### src/rtl/imem_ctrl_pkg.sv
// rtl/imem_ctrl_pkg.sv - shared types and constants for the instruction-memory load controller
package imem_ctrl_pkg;

    typedef enum logic [1:0] {
        ST_CLEAR = 2'd0,
        ST_IDLE  = 2'd1,
        ST_LOAD  = 2'd2,
        ST_RUN   = 2'd3
    } state_t;

    localparam int BYTES_PER_WORD = 4;
    localparam int BYTE_IDX_W     = $clog2(BYTES_PER_WORD);

endpackage

### src/rtl/imem_load_controller_if.sv
// rtl/imem_load_controller_if.sv - loader stream, fetch and memory port bundle
interface imem_load_controller_if #(
    parameter int PC_SIZE = 32
);
    logic               ld_start;
    logic               ld_valid;
    logic [7:0]         ld_byte;
    logic               ld_last;
    logic               ld_ready;
    logic [PC_SIZE-1:0] fetch_addr;
    logic               fetch_grant;
    logic [PC_SIZE-1:0] mem_addr;
    logic [31:0]        mem_wdata;
    logic               mem_we;
    logic               cpu_run;
    logic               busy;
    logic [PC_SIZE-1:0] load_count;
    logic               err_overflow;

    // Controller side
    modport slave (
        input  ld_start, ld_valid, ld_byte, ld_last, fetch_addr,
        output ld_ready, fetch_grant, mem_addr, mem_wdata, mem_we,
               cpu_run, busy, load_count, err_overflow
    );

    // Loader / fetch / memory side
    modport master (
        output ld_start, ld_valid, ld_byte, ld_last, fetch_addr,
        input  ld_ready, fetch_grant, mem_addr, mem_wdata, mem_we,
               cpu_run, busy, load_count, err_overflow
    );

endinterface

### src/rtl/imem_word_packer.sv
// rtl/imem_word_packer.sv - packs little-endian bytes into 32-bit words
module imem_word_packer
    import imem_ctrl_pkg::*;
(
    input  logic        clk,
    input  logic        reset,
    input  logic        clr,
    input  logic        accept,
    input  logic [7:0]  in_byte,
    input  logic        in_last,
    output logic        word_done,
    output logic [31:0] word_data
);

    localparam logic [BYTE_IDX_W-1:0] LAST_IDX = BYTE_IDX_W'(BYTES_PER_WORD - 1);
    localparam logic [BYTE_IDX_W-1:0] IDX_ONE  = BYTE_IDX_W'(1);

    logic [31:0]           lanes;
    logic [BYTE_IDX_W-1:0] byte_idx;

    // A word completes on the top lane or on the program's final byte
    assign word_done = accept && ((byte_idx == LAST_IDX) || in_last);

    // Current lanes with the incoming byte merged; unfilled lanes stay zero
    always_comb begin
        word_data = lanes;
        for (int i = 0; i < BYTES_PER_WORD; i++) begin
            if (byte_idx == BYTE_IDX_W'(i)) begin
                word_data[8*i +: 8] = in_byte;
            end
        end
    end

    // Lane storage and byte index; cleared after every emitted word so partial words pad with zero
    always_ff @(posedge clk or negedge reset) begin
        if (!reset) begin
            lanes    <= '0;
            byte_idx <= '0;
        end else if (clr || word_done) begin
            lanes    <= '0;
            byte_idx <= '0;
        end else if (accept) begin
            lanes    <= word_data;
            byte_idx <= byte_idx + IDX_ONE;
        end
    end

endmodule

### src/rtl/imem_load_controller.sv
// rtl/imem_load_controller.sv - clears, loads and hands over the instruction memory port
module imem_load_controller
    import imem_ctrl_pkg::*;
#(
    parameter int PC_SIZE  = 32,
    parameter int MEM_SIZE = 1024
)(
    input  logic                  clk,
    input  logic                  reset,
    imem_load_controller_if.slave bus
);

    localparam logic [PC_SIZE-1:0] MEM_LIMIT = PC_SIZE'(MEM_SIZE);
    localparam logic [PC_SIZE-1:0] ONE       = PC_SIZE'(1);

    state_t             state;
    logic [PC_SIZE-1:0] wr_ptr;
    logic [PC_SIZE-1:0] mem_addr_q;
    logic [PC_SIZE-1:0] load_count_q;
    logic [31:0]        mem_wdata_q;
    logic               mem_we_q;
    logic               cpu_run_q;
    logic               busy_q;
    logic               ld_ready_q;
    logic               err_q;
    logic               done_pending;

    logic               restart;
    logic               accept;
    logic               packer_clr;
    logic               word_done;
    logic [31:0]        word_data;

    // ld_start is ignored while the sweep runs; it wins over a same-cycle byte
    assign restart    = bus.ld_start && (state != ST_CLEAR);
    assign accept     = bus.ld_valid && ld_ready_q && !bus.ld_start;
    assign packer_clr = restart || (state == ST_IDLE);

    imem_word_packer u_packer (
        .clk       (clk),
        .reset     (reset),
        .clr       (packer_clr),
        .accept    (accept),
        .in_byte   (bus.ld_byte),
        .in_last   (bus.ld_last),
        .word_done (word_done),
        .word_data (word_data)
    );

    // Main FSM: sweep, wait, load words, then release the core; all port outputs registered
    always_ff @(posedge clk or negedge reset) begin
        if (!reset) begin
            state        <= ST_CLEAR;
            wr_ptr       <= '0;
            mem_addr_q   <= '0;
            mem_wdata_q  <= '0;
            mem_we_q     <= 1'b0;
            cpu_run_q    <= 1'b0;
            busy_q       <= 1'b1;
            ld_ready_q   <= 1'b0;
            load_count_q <= '0;
            err_q        <= 1'b0;
            done_pending <= 1'b0;
        end else begin
            mem_we_q <= 1'b0;
            case (state)
                ST_CLEAR: begin
                    if (wr_ptr != MEM_LIMIT) begin
                        mem_we_q    <= 1'b1;
                        mem_addr_q  <= wr_ptr;
                        mem_wdata_q <= '0;
                        wr_ptr      <= wr_ptr + ONE;
                    end else begin
                        state      <= ST_IDLE;
                        busy_q     <= 1'b0;
                        wr_ptr     <= '0;
                        mem_addr_q <= '0;
                    end
                end
                ST_IDLE: begin
                    wr_ptr       <= '0;
                    load_count_q <= '0;
                    err_q        <= 1'b0;
                    if (bus.ld_start) begin
                        state      <= ST_LOAD;
                        ld_ready_q <= 1'b1;
                        busy_q     <= 1'b1;
                    end
                end
                ST_LOAD: begin
                    if (bus.ld_start) begin
                        wr_ptr       <= '0;
                        load_count_q <= '0;
                        err_q        <= 1'b0;
                        done_pending <= 1'b0;
                        ld_ready_q   <= 1'b1;
                    end else if (done_pending) begin
                        // The final write cycle has just happened; release the core
                        done_pending <= 1'b0;
                        state        <= ST_RUN;
                        cpu_run_q    <= 1'b1;
                        busy_q       <= 1'b0;
                    end else if (accept) begin
                        if (word_done) begin
                            if (wr_ptr == MEM_LIMIT) begin
                                err_q <= 1'b1;
                            end else begin
                                mem_we_q     <= 1'b1;
                                mem_addr_q   <= wr_ptr;
                                mem_wdata_q  <= word_data;
                                wr_ptr       <= wr_ptr + ONE;
                                load_count_q <= load_count_q + ONE;
                            end
                        end
                        if (bus.ld_last) begin
                            ld_ready_q   <= 1'b0;
                            done_pending <= 1'b1;
                        end
                    end
                end
                ST_RUN: begin
                    if (bus.ld_start) begin
                        state        <= ST_LOAD;
                        cpu_run_q    <= 1'b0;
                        busy_q       <= 1'b1;
                        ld_ready_q   <= 1'b1;
                        wr_ptr       <= '0;
                        load_count_q <= '0;
                        err_q        <= 1'b0;
                    end
                end
                default: state <= ST_CLEAR;
            endcase
        end
    end

    // Fetch owns the address only while the core runs; otherwise the controller drives it
    assign bus.mem_addr     = cpu_run_q ? bus.fetch_addr : mem_addr_q;
    assign bus.mem_wdata    = mem_wdata_q;
    assign bus.mem_we       = mem_we_q;
    assign bus.cpu_run      = cpu_run_q;
    assign bus.fetch_grant  = cpu_run_q;
    assign bus.busy         = busy_q;
    assign bus.ld_ready     = ld_ready_q;
    assign bus.load_count   = load_count_q;
    assign bus.err_overflow = err_q;

endmodule

### src/flat_wrapper.sv
// flat-port wrapper written by rule: the top's interface ports become plain ports
module imem_load_controller_flat import imem_ctrl_pkg::*;
#(
    parameter int PC_SIZE  = 32,
    parameter int MEM_SIZE = 1024
)
  (clk, reset, bus_ld_start, bus_ld_valid, bus_ld_byte, bus_ld_last, bus_fetch_addr, bus_ld_ready, bus_fetch_grant, bus_mem_addr, bus_mem_wdata, bus_mem_we, bus_cpu_run, bus_busy, bus_load_count, bus_err_overflow);
  imem_load_controller_if #(.PC_SIZE(PC_SIZE)) bus_i ();
  input  logic clk;
  input  logic reset;
  input wire logic [$bits(bus_i.ld_start)-1:0] bus_ld_start;
  input wire logic [$bits(bus_i.ld_valid)-1:0] bus_ld_valid;
  input wire logic [$bits(bus_i.ld_byte)-1:0] bus_ld_byte;
  input wire logic [$bits(bus_i.ld_last)-1:0] bus_ld_last;
  input wire logic [$bits(bus_i.fetch_addr)-1:0] bus_fetch_addr;
  output wire logic [$bits(bus_i.ld_ready)-1:0] bus_ld_ready;
  output wire logic [$bits(bus_i.fetch_grant)-1:0] bus_fetch_grant;
  output wire logic [$bits(bus_i.mem_addr)-1:0] bus_mem_addr;
  output wire logic [$bits(bus_i.mem_wdata)-1:0] bus_mem_wdata;
  output wire logic [$bits(bus_i.mem_we)-1:0] bus_mem_we;
  output wire logic [$bits(bus_i.cpu_run)-1:0] bus_cpu_run;
  output wire logic [$bits(bus_i.busy)-1:0] bus_busy;
  output wire logic [$bits(bus_i.load_count)-1:0] bus_load_count;
  output wire logic [$bits(bus_i.err_overflow)-1:0] bus_err_overflow;
  assign bus_i.ld_start = bus_ld_start;
  assign bus_i.ld_valid = bus_ld_valid;
  assign bus_i.ld_byte = bus_ld_byte;
  assign bus_i.ld_last = bus_ld_last;
  assign bus_i.fetch_addr = bus_fetch_addr;
  assign bus_ld_ready = bus_i.ld_ready;
  assign bus_fetch_grant = bus_i.fetch_grant;
  assign bus_mem_addr = bus_i.mem_addr;
  assign bus_mem_wdata = bus_i.mem_wdata;
  assign bus_mem_we = bus_i.mem_we;
  assign bus_cpu_run = bus_i.cpu_run;
  assign bus_busy = bus_i.busy;
  assign bus_load_count = bus_i.load_count;
  assign bus_err_overflow = bus_i.err_overflow;
  imem_load_controller #(.PC_SIZE(PC_SIZE), .MEM_SIZE(MEM_SIZE)) u_core (.clk(clk), .reset(reset), .bus(bus_i));
endmodule
### config.mk
export PLATFORM = sky130hd
export DESIGN_NAME = imem_load_controller_flat
export DESIGN_NICKNAME = d
export VERILOG_FILES = /design/src/rtl/imem_ctrl_pkg.sv /design/src/rtl/imem_load_controller_if.sv /design/src/rtl/imem_word_packer.sv /design/src/rtl/imem_load_controller.sv /design/src/flat_wrapper.sv
export SDC_FILE = /design/constraint.sdc
export NUM_CORES = 1
export LEC_CHECK = 0
export ABC_AREA = 0
export CORE_MARGIN = 3
export CORE_UTILIZATION = 45
export CTS_BUF_LIST = sky130_fd_sc_hd__clkbuf_4 sky130_fd_sc_hd__clkbuf_8
export DETAILED_ROUTE_END_ITERATION = 6
export PLACE_DENSITY = 0.73
export SETUP_SLACK_MARGIN = 0.4
export SYNTH_ARGS = -nofsm -noshare
export SYNTH_HDL_FRONTEND = slang
export SYNTH_HIERARCHICAL = 1
export SYNTH_SLANG_ARGS = --single-unit
export TNS_END_PERCENT = 5
### constraint.sdc
create_clock -name clk -period 2.15 [get_ports clk]
set_input_delay 0.43 -clock clk [delete_from_list [all_inputs] [get_ports clk]]
set_output_delay 0.43 -clock clk [all_outputs]
set_load 0.02 [all_outputs]
# --- Word level (Yosys, flattened, before mapping) ---
# Cells that the tools add are included.
# Widths: inputs -> output; s select.
word_totals:
  out_inout_bits: 102
  regBits: 170
  wordCells: 138
op_classes:
  n_reduce_logical: 25
  add_sub_neg: 3
  eq_ne: 24
  muxes: 73
ops:
  columns: ["cell", "count"]
  rows:
  - ["$mux 32", 27]
  - ["$pmux 32 s2", 2]
  - ["$pmux 32 s4", 1]
  - ["$pmux 32 s3", 1]
  - ["$add 32x1->32 const B", 2]
  - ["$eq 32x11->1 const B", 1]
  - ["$mux 8", 4]
  - ["$ne 32x11->1 const B", 1]
  - ["$mux 1", 26]
  - ["$reduce_and 6->1", 3]
  - ["$ne 3x3->1 const B", 5]
  - ["$ne 2x2->1 const B", 7]
  - ["$mux 2", 6]
  - ["$reduce_and 5->1", 2]
  - ["$reduce_bool 2->1", 5]
  - ["$eq 2x2->1 const B", 4]
  - ["$reduce_and 4->1", 2]
  - ["$reduce_and 7->1", 1]
  - ["$ne 2x1->1 const B", 3]
  - ["$pmux 1 s2", 3]
  - ["$pmux 1 s3", 2]
  - ["$pmux 2 s3", 1]
  - ["$eq 2x1->1 const B", 2]
  - ["$logic_and 1x1->1", 4]
  - ["7 further kinds", 10]

# --- Logic depth before layout (Yosys ltp) ---
depth:
  word_depth: 8
  mapped_depth: 10

# --- By module ---
# The synthesis kept the hierarchy.
modules_own_cells:
  columns: ["module", "cells_per_inst", "seq_area_each_um2", "n_inst", "area_each_um2"]
  rows:
  - ["imem_load_controller", 615, 3404.5, 1, 6631.4]
  - ["imem_word_packer", 120, 850.8, 1, 1710.4]

# --- Worst setup path after synthesis ---
# Ideal clock, no wire load.
synth_timing:
  kind: "input -> register"
  start: "in bus_ld_start"
  end: "reg u_core.load_count_q[16] (netlist: u_core/bus.load_count[16])"
  stages: 9
  arrival_ns: 2.505
  path_slack_ns: -0.433
  n_path_buf: 2
  t_required_ns: 2.072
  setup_ns: 0.078
  cell_sequence: "buf_4 -> and3b_1 -> o21a_1 -> nand2b_4 -> a221oi_4 -> o21ai_2 -> buf_6 -> or4_1 -> a21oi_1"
synth_between:
  elab_chain_cells: 5
  elab_cells_between_ends: 11
synth_rtl:
  columns: ["item", "line_no", "rtl"]
  rows:
  - ["start, declared", "flat_wrapper.sv:11", "input wire logic [$bits(bus_i.ld_start)-1:0] bus_ld_start;"]
  - ["$logic_not 1->1", "imem_load_controller.sv:36", "assign accept = bus.ld_valid && ld_ready_q && !bus.ld_start;"]
  - ["$logic_and 1x1->1", "imem_load_controller.sv:36", null]
  - ["named net u_core.accept", "imem_load_controller.sv:29", "logic accept;"]
  - ["$logic_and 1x1->1", "imem_word_packer.sv:22", "assign word_done = accept && ((byte_idx == LAST_IDX) || in_last);"]
  - ["named net u_core.word_done", "imem_load_controller.sv:31", "logic word_done;"]
  - ["$ne 3x3->1 (no line)", null, null]
  - ["$reduce_and 6->1 (no line)", null, null]
  - ["end signal, assigned", "imem_load_controller.sv:112", "load_count_q <= load_count_q + ONE;"]
  - ["end, declared", "imem_load_controller.sv:19", "logic [PC_SIZE-1:0] load_count_q;"]
# The timed path passes the listed nets, and every way through them passes these cells.
# A chain may end at the register's enable or synchronous reset.

# --- Worst setup path in the final report ---
layout_timing:
  start: "reg u_core.ld_ready_q (netlist: u_core/bus.ld_ready)"
  end: "reg u_core.load_count_q[11] (netlist: u_core/bus.load_count[11])"
layout_between:
  elab_chain_cells: 5
  elab_cells_between_ends: 6
layout_rtl:
  columns: ["item", "line_no", "rtl"]
  rows:
  - ["start, declared", "imem_load_controller.sv:24", "logic ld_ready_q;"]
  - ["start signal, assigned", "imem_load_controller.sv:60", "ld_ready_q <= 1'b0;"]
  - ["start signal, assigned", "imem_load_controller.sv:86", "ld_ready_q <= 1'b1;"]
  - ["start signal, assigned", "imem_load_controller.sv:96", "ld_ready_q <= 1'b1;"]
  - ["$logic_and 1x1->1 (2 in a row)", "imem_load_controller.sv:36", null]
  - ["named net u_core.accept", "imem_load_controller.sv:29", null]
  - ["$logic_and 1x1->1", "imem_word_packer.sv:22", null]
  - ["named net u_core.word_done", "imem_load_controller.sv:31", null]
  - ["$ne 3x3->1 (no line)", null, null]
  - ["$reduce_and 6->1 (no line)", null, null]
# The timed path passes the listed nets, and every way through them passes these cells.

==> metrics.log <==
[metrics] outcome: complete, but fails checks
[metrics] failing checks: setup timing
[metrics] unrepaired setup endpoints after global routing: yes
[metrics] startpoint kind of the worst setup timing path: flip-flop
[metrics] antenna violations before repair: 0
[metrics] LEAKAGE: 5.81 nW
[metrics] fraction of layout cells with a size suffix above 1: 37.9%
[metrics] DIE AREA: 20200 um2
[metrics] pwr dens: 642 nW/um2
[metrics] highest achievable clock rate: 0.463 GHz
[metrics] peak-usage layer in the global routing report: met2
[metrics] post-detail-place hpwl: 14.6 mm
[metrics] Crit Path Class: flip-flop to flip-flop
[metrics] maximum resistive drop on vdd: 0.000469 V
[metrics] number of enable-type register cells in the synthesized netlist: 0
[metrics] maximum number of pins on one net before global-route repair: 45
[metrics] Overall Power: 0.00762 W
[metrics] detail-routed via count per cell: 5.67
[metrics] synthesis-stage register bit count: 170
[metrics] RD Place Congestion: 0.845
[metrics] total routed wirelength: 22.6 mm
[metrics] clock tree from TritonCTS: yes
[metrics] crit path DAT: 2540 ps
[metrics] min cycle time layout: 2160 ps
[metrics] cell-internal power: 0.00532 W
[metrics] starting density of the core: 46.1%
[metrics] Max-cap violations: 0
[metrics] max-slew violation count: 0
[metrics] count of cell types in the netlist: 59
[metrics] proportion of power drawn by flip-flops and latches: 44.1%
[metrics] Layout Area Growth over Synthesis: 42.3%
[metrics] std cell rows: 49
[metrics] share of async-settable or async-resettable flops after synthesis: 100%
[metrics] die boundary width: 142 um
[metrics] Ant. Diodes: 0
[metrics] post-synthesis average cell area: 11.3 um2
[metrics] Detailed Route Iter0 Violations: 361
[metrics] via count of the first global-routing pass: 6878
[metrics] CTS H-tree lvls: 4
[metrics] data required time at the worst endpoint: 2530 ps
[metrics] vertical die dimension: 142 um
[metrics] final net count: 1029
[metrics] final hold vios: 0
[metrics] relative contribution of combinational cells to total power: 27.0%
[metrics] multiplexer share of the synthesized area: 12.3%
[metrics] sequential cell area fraction in the yosys report: 51.0%
[metrics] I/O pin count: 147
[metrics] clock slew at the register clock pins of the worst setup and hold paths: 90 ps
[metrics] switching portion of total power: 30.2%
[metrics] number of iterations in the first detailed-routing pass: 5
[metrics] Synth Area in XOR/XNOR: 3.15%
[metrics] grt met3 use: 4.30%
[metrics] Crit. End Element: flip-flop
[metrics] Yosys Warn Count: 6
[metrics] Post-Syn Nets: 787
[metrics] total overflow reported by the global router: 0
[metrics] switching power total: 0.00230 W
[metrics] main combinational cell family by area after synthesis: compound AO/OA/AOI/OAI gates
[metrics] clock sinks: 170
[metrics] wire length of the first global-routing pass: 36.2 mm
[metrics] Post-Synth Simple-Gate Area: 13.2%
[metrics] # fillers: 1351
[metrics] Critical Path Fanout Max: 7
[metrics] max-slew headroom at the worst pin: 72.0%
[metrics] per-cell routed wire length: 18.5 um
[metrics] Netlist Area Pre-Place: 8340 um2
[metrics] count of buffers inserted at the top-level ports: 146
[metrics] final setup violating endpoints: 4
[metrics] worst hold path type: input port to asynchronous set/reset pin
[metrics] Slew @ Worst Pin: 418 ps
[metrics] core footprint: 18100 um2
[metrics] root buffer selected by CTS: clkbuf_8
[metrics] TritonCTS Buffers: 17
[metrics] drc violations: 0
[metrics] latest clock arrival within the worst-skew pair: 460 ps
[metrics] sum of negative setup slack: -25.6 ps
[metrics] top_reg_cell synth: dfrtp_1
[metrics] antenna violation net count after detailed routing: 0
[metrics] area fraction in compound gates after synthesis: 15.1%
[metrics] Post-Synthesis Cells: 735
[metrics] worst-case clock buffer depth: 2
[metrics] hold slack final: 457 ps
[metrics] synthesized-area fraction occupied by adder cells: 1.05%
[metrics] Tot GR Track Use: 22.3%
[metrics] routing usage on met1: 29.6%
[metrics] overall via count from detail_route: 6913
[metrics] period utilization: 100%
[metrics] Global Route met2 Usage: 36.9%
[metrics] part of the power in the clock network: 28.9%
[metrics] Final Skew: 11.2 ps
[metrics] post-route worst setup slack: -8.32 ps
[final timing paths]
path                                          startpoint                         to  slack (ps)  depth (start not counted)
worst max-delay path                 u_core/bus.ld_ready  u_core/bus.load_count[11]          -8                          8
worst min-delay path                               reset   u_core/bus.load_count[9]         460                          2
worst max register to register       u_core/bus.ld_ready  u_core/bus.load_count[11]          -8                          8
worst min register to register  u_core/bus.mem_wdata[28]   u_core/bus.mem_wdata[28]         500                          1
max in group asynchronous                          reset            u_core/bus.busy        1100                          3
min in group clk                            bus_ld_start            u_core/state[0]         490                          3
[layer usage]
| layer | up-vias | routed length (um) |
|---|---|---|
| met2 | 194 | 11300 |
| met4 | 0 | 347 |
| met3 | 24 | 1050 |
| met5 | - | 0 |
| met1 | 3474 | 9830 |
| li1 | 3221 | - |
[worst max-delay path, cell delays in order, from the launching register on]
cell      delay [ps]
dfrtp_1          370
and3b_2          210
o21a_4           140
nand2b_4          70
a221oi_4         340
buf_4            200
o21ai_4           90
or4_4            530
a21oi_2          150
[cell families (layout without fill, tap and decap cells)]
kind of cell / count (synthesis) / after routing
muxes: 91 / 91
buffers and inverters: 71 / 325
adders and majority gates: 7 / 7
xor gates and xnor gates: 30 / 30
DFF: 170 / 170
and+or+nand+nor: 199 / 199
AOI/OAI and AO/OA: 167 / 168
[synthesized netlist by cell type, types with 4 or more instances]
master	n	area, um2
dfrtp_1	169	4230
mux2_2	90	1010
nor2_1	47	176
a22o_1	40	350
nand2_1	33	124
a21oi_1	31	155
inv_1	27	101
nand3_1	27	135
o21ai_0	27	135
a22o_2	26	260
nand4_1	23	144
clkbuf_1	20	75.1
xor2_1	16	140
xnor2_1	14	123
buf_2	12	60.1
or3_1	12	75.1
or4_1	12	90.1
o31ai_1	11	82.6
nor4_1	9	56.3
buf_6	8	90.1
ha_1	7	87.6
nor3_1	7	35.0
and4_1	6	52.6
and3_1	5	31.3
o211ai_1	5	37.5
o2111ai_1	4	35.0
o21a_1	4	30.0
[layout by cell type, fill, tap and decap left out, types with 16 or more instances in the layout]
master,instances
clkdlybuf4s50_1,43
nand3_1,27
xor2_1,16
mux2_2,81
o21ai_0,20
nand4_1,23
buf_6,29
dfrtp_1,167
a22o_4,26
inv_1,25
nand2_1,29
dlygate4sd2_1,44
clkbuf_8,21
buf_4,104
a22o_1,40
nor2_1,45
a21oi_1,22
[through the flow]
step	cells	instance area [um2]	setup slack (ps)	utilization, %
2_1_floorplan	735	8360	-301	-
3_3_place_gp	1171	10800	-665	59.8
3_5_place_dp	1171	10800	-761	59.8
4_1_cts	1215	11700	-43.9	64.5
5_1_grt	1219	11900	-107	65.6
6_report	1219	11900	-8.32	65.6
[area by class of cell]
type	count	area [um2]	area share, %
Tap cell	229	287	2.41
Inverter	28	105	0.886
Clock buffer	22	297	2.50
Clock inverter	10	90.1	0.759
Multi-Input combinational cell	495	4280	36.1
Sequential cell	170	4260	35.9
Timing Repair Buffer	265	2550	21.5
[power by group through the flow]
stage / sequential (W) / combinational, W / clock [W]
after global routing: 0.00337 / 0.00218 / 0.00241
after floorplan: 0.00346 / 0.000885 / 0
after global placement: 0.00342 / 0.00178 / 0
after CTS: 0.00336 / 0.00197 / 0.00226
after detailed placement: 0.00342 / 0.00180 / 0
final: 0.00336 / 0.00205 / 0.00220
[registers in the layout, indices dropped and copies added (netlist names)]
name                      cells
u_core/bus.busy               1
u_core/bus.cpu_run            1
u_core/bus.err_overflow       1
u_core/bus.ld_ready           1
u_core/bus.load_count        32
u_core/bus.mem_wdata         32
u_core/bus.mem_we             1
u_core/done_pending           1
u_core/mem_addr_q            32
u_core/state                  2
u_core/u_packer/byte_idx      2
u_core/u_packer/lanes        32
u_core/wr_ptr                32
[timing repair]
action                                 in CTS  in global routing
pin swaps                                  37                 27
setup endpoints to repair                 267                225
endpoints found under the hold margin      31                  0
resized for setup                         335                 69
buffers inserted                            9                  3
hold buffers                                1                  0
gates cloned                                2                  1
Power figures use the tool's default switching activity.
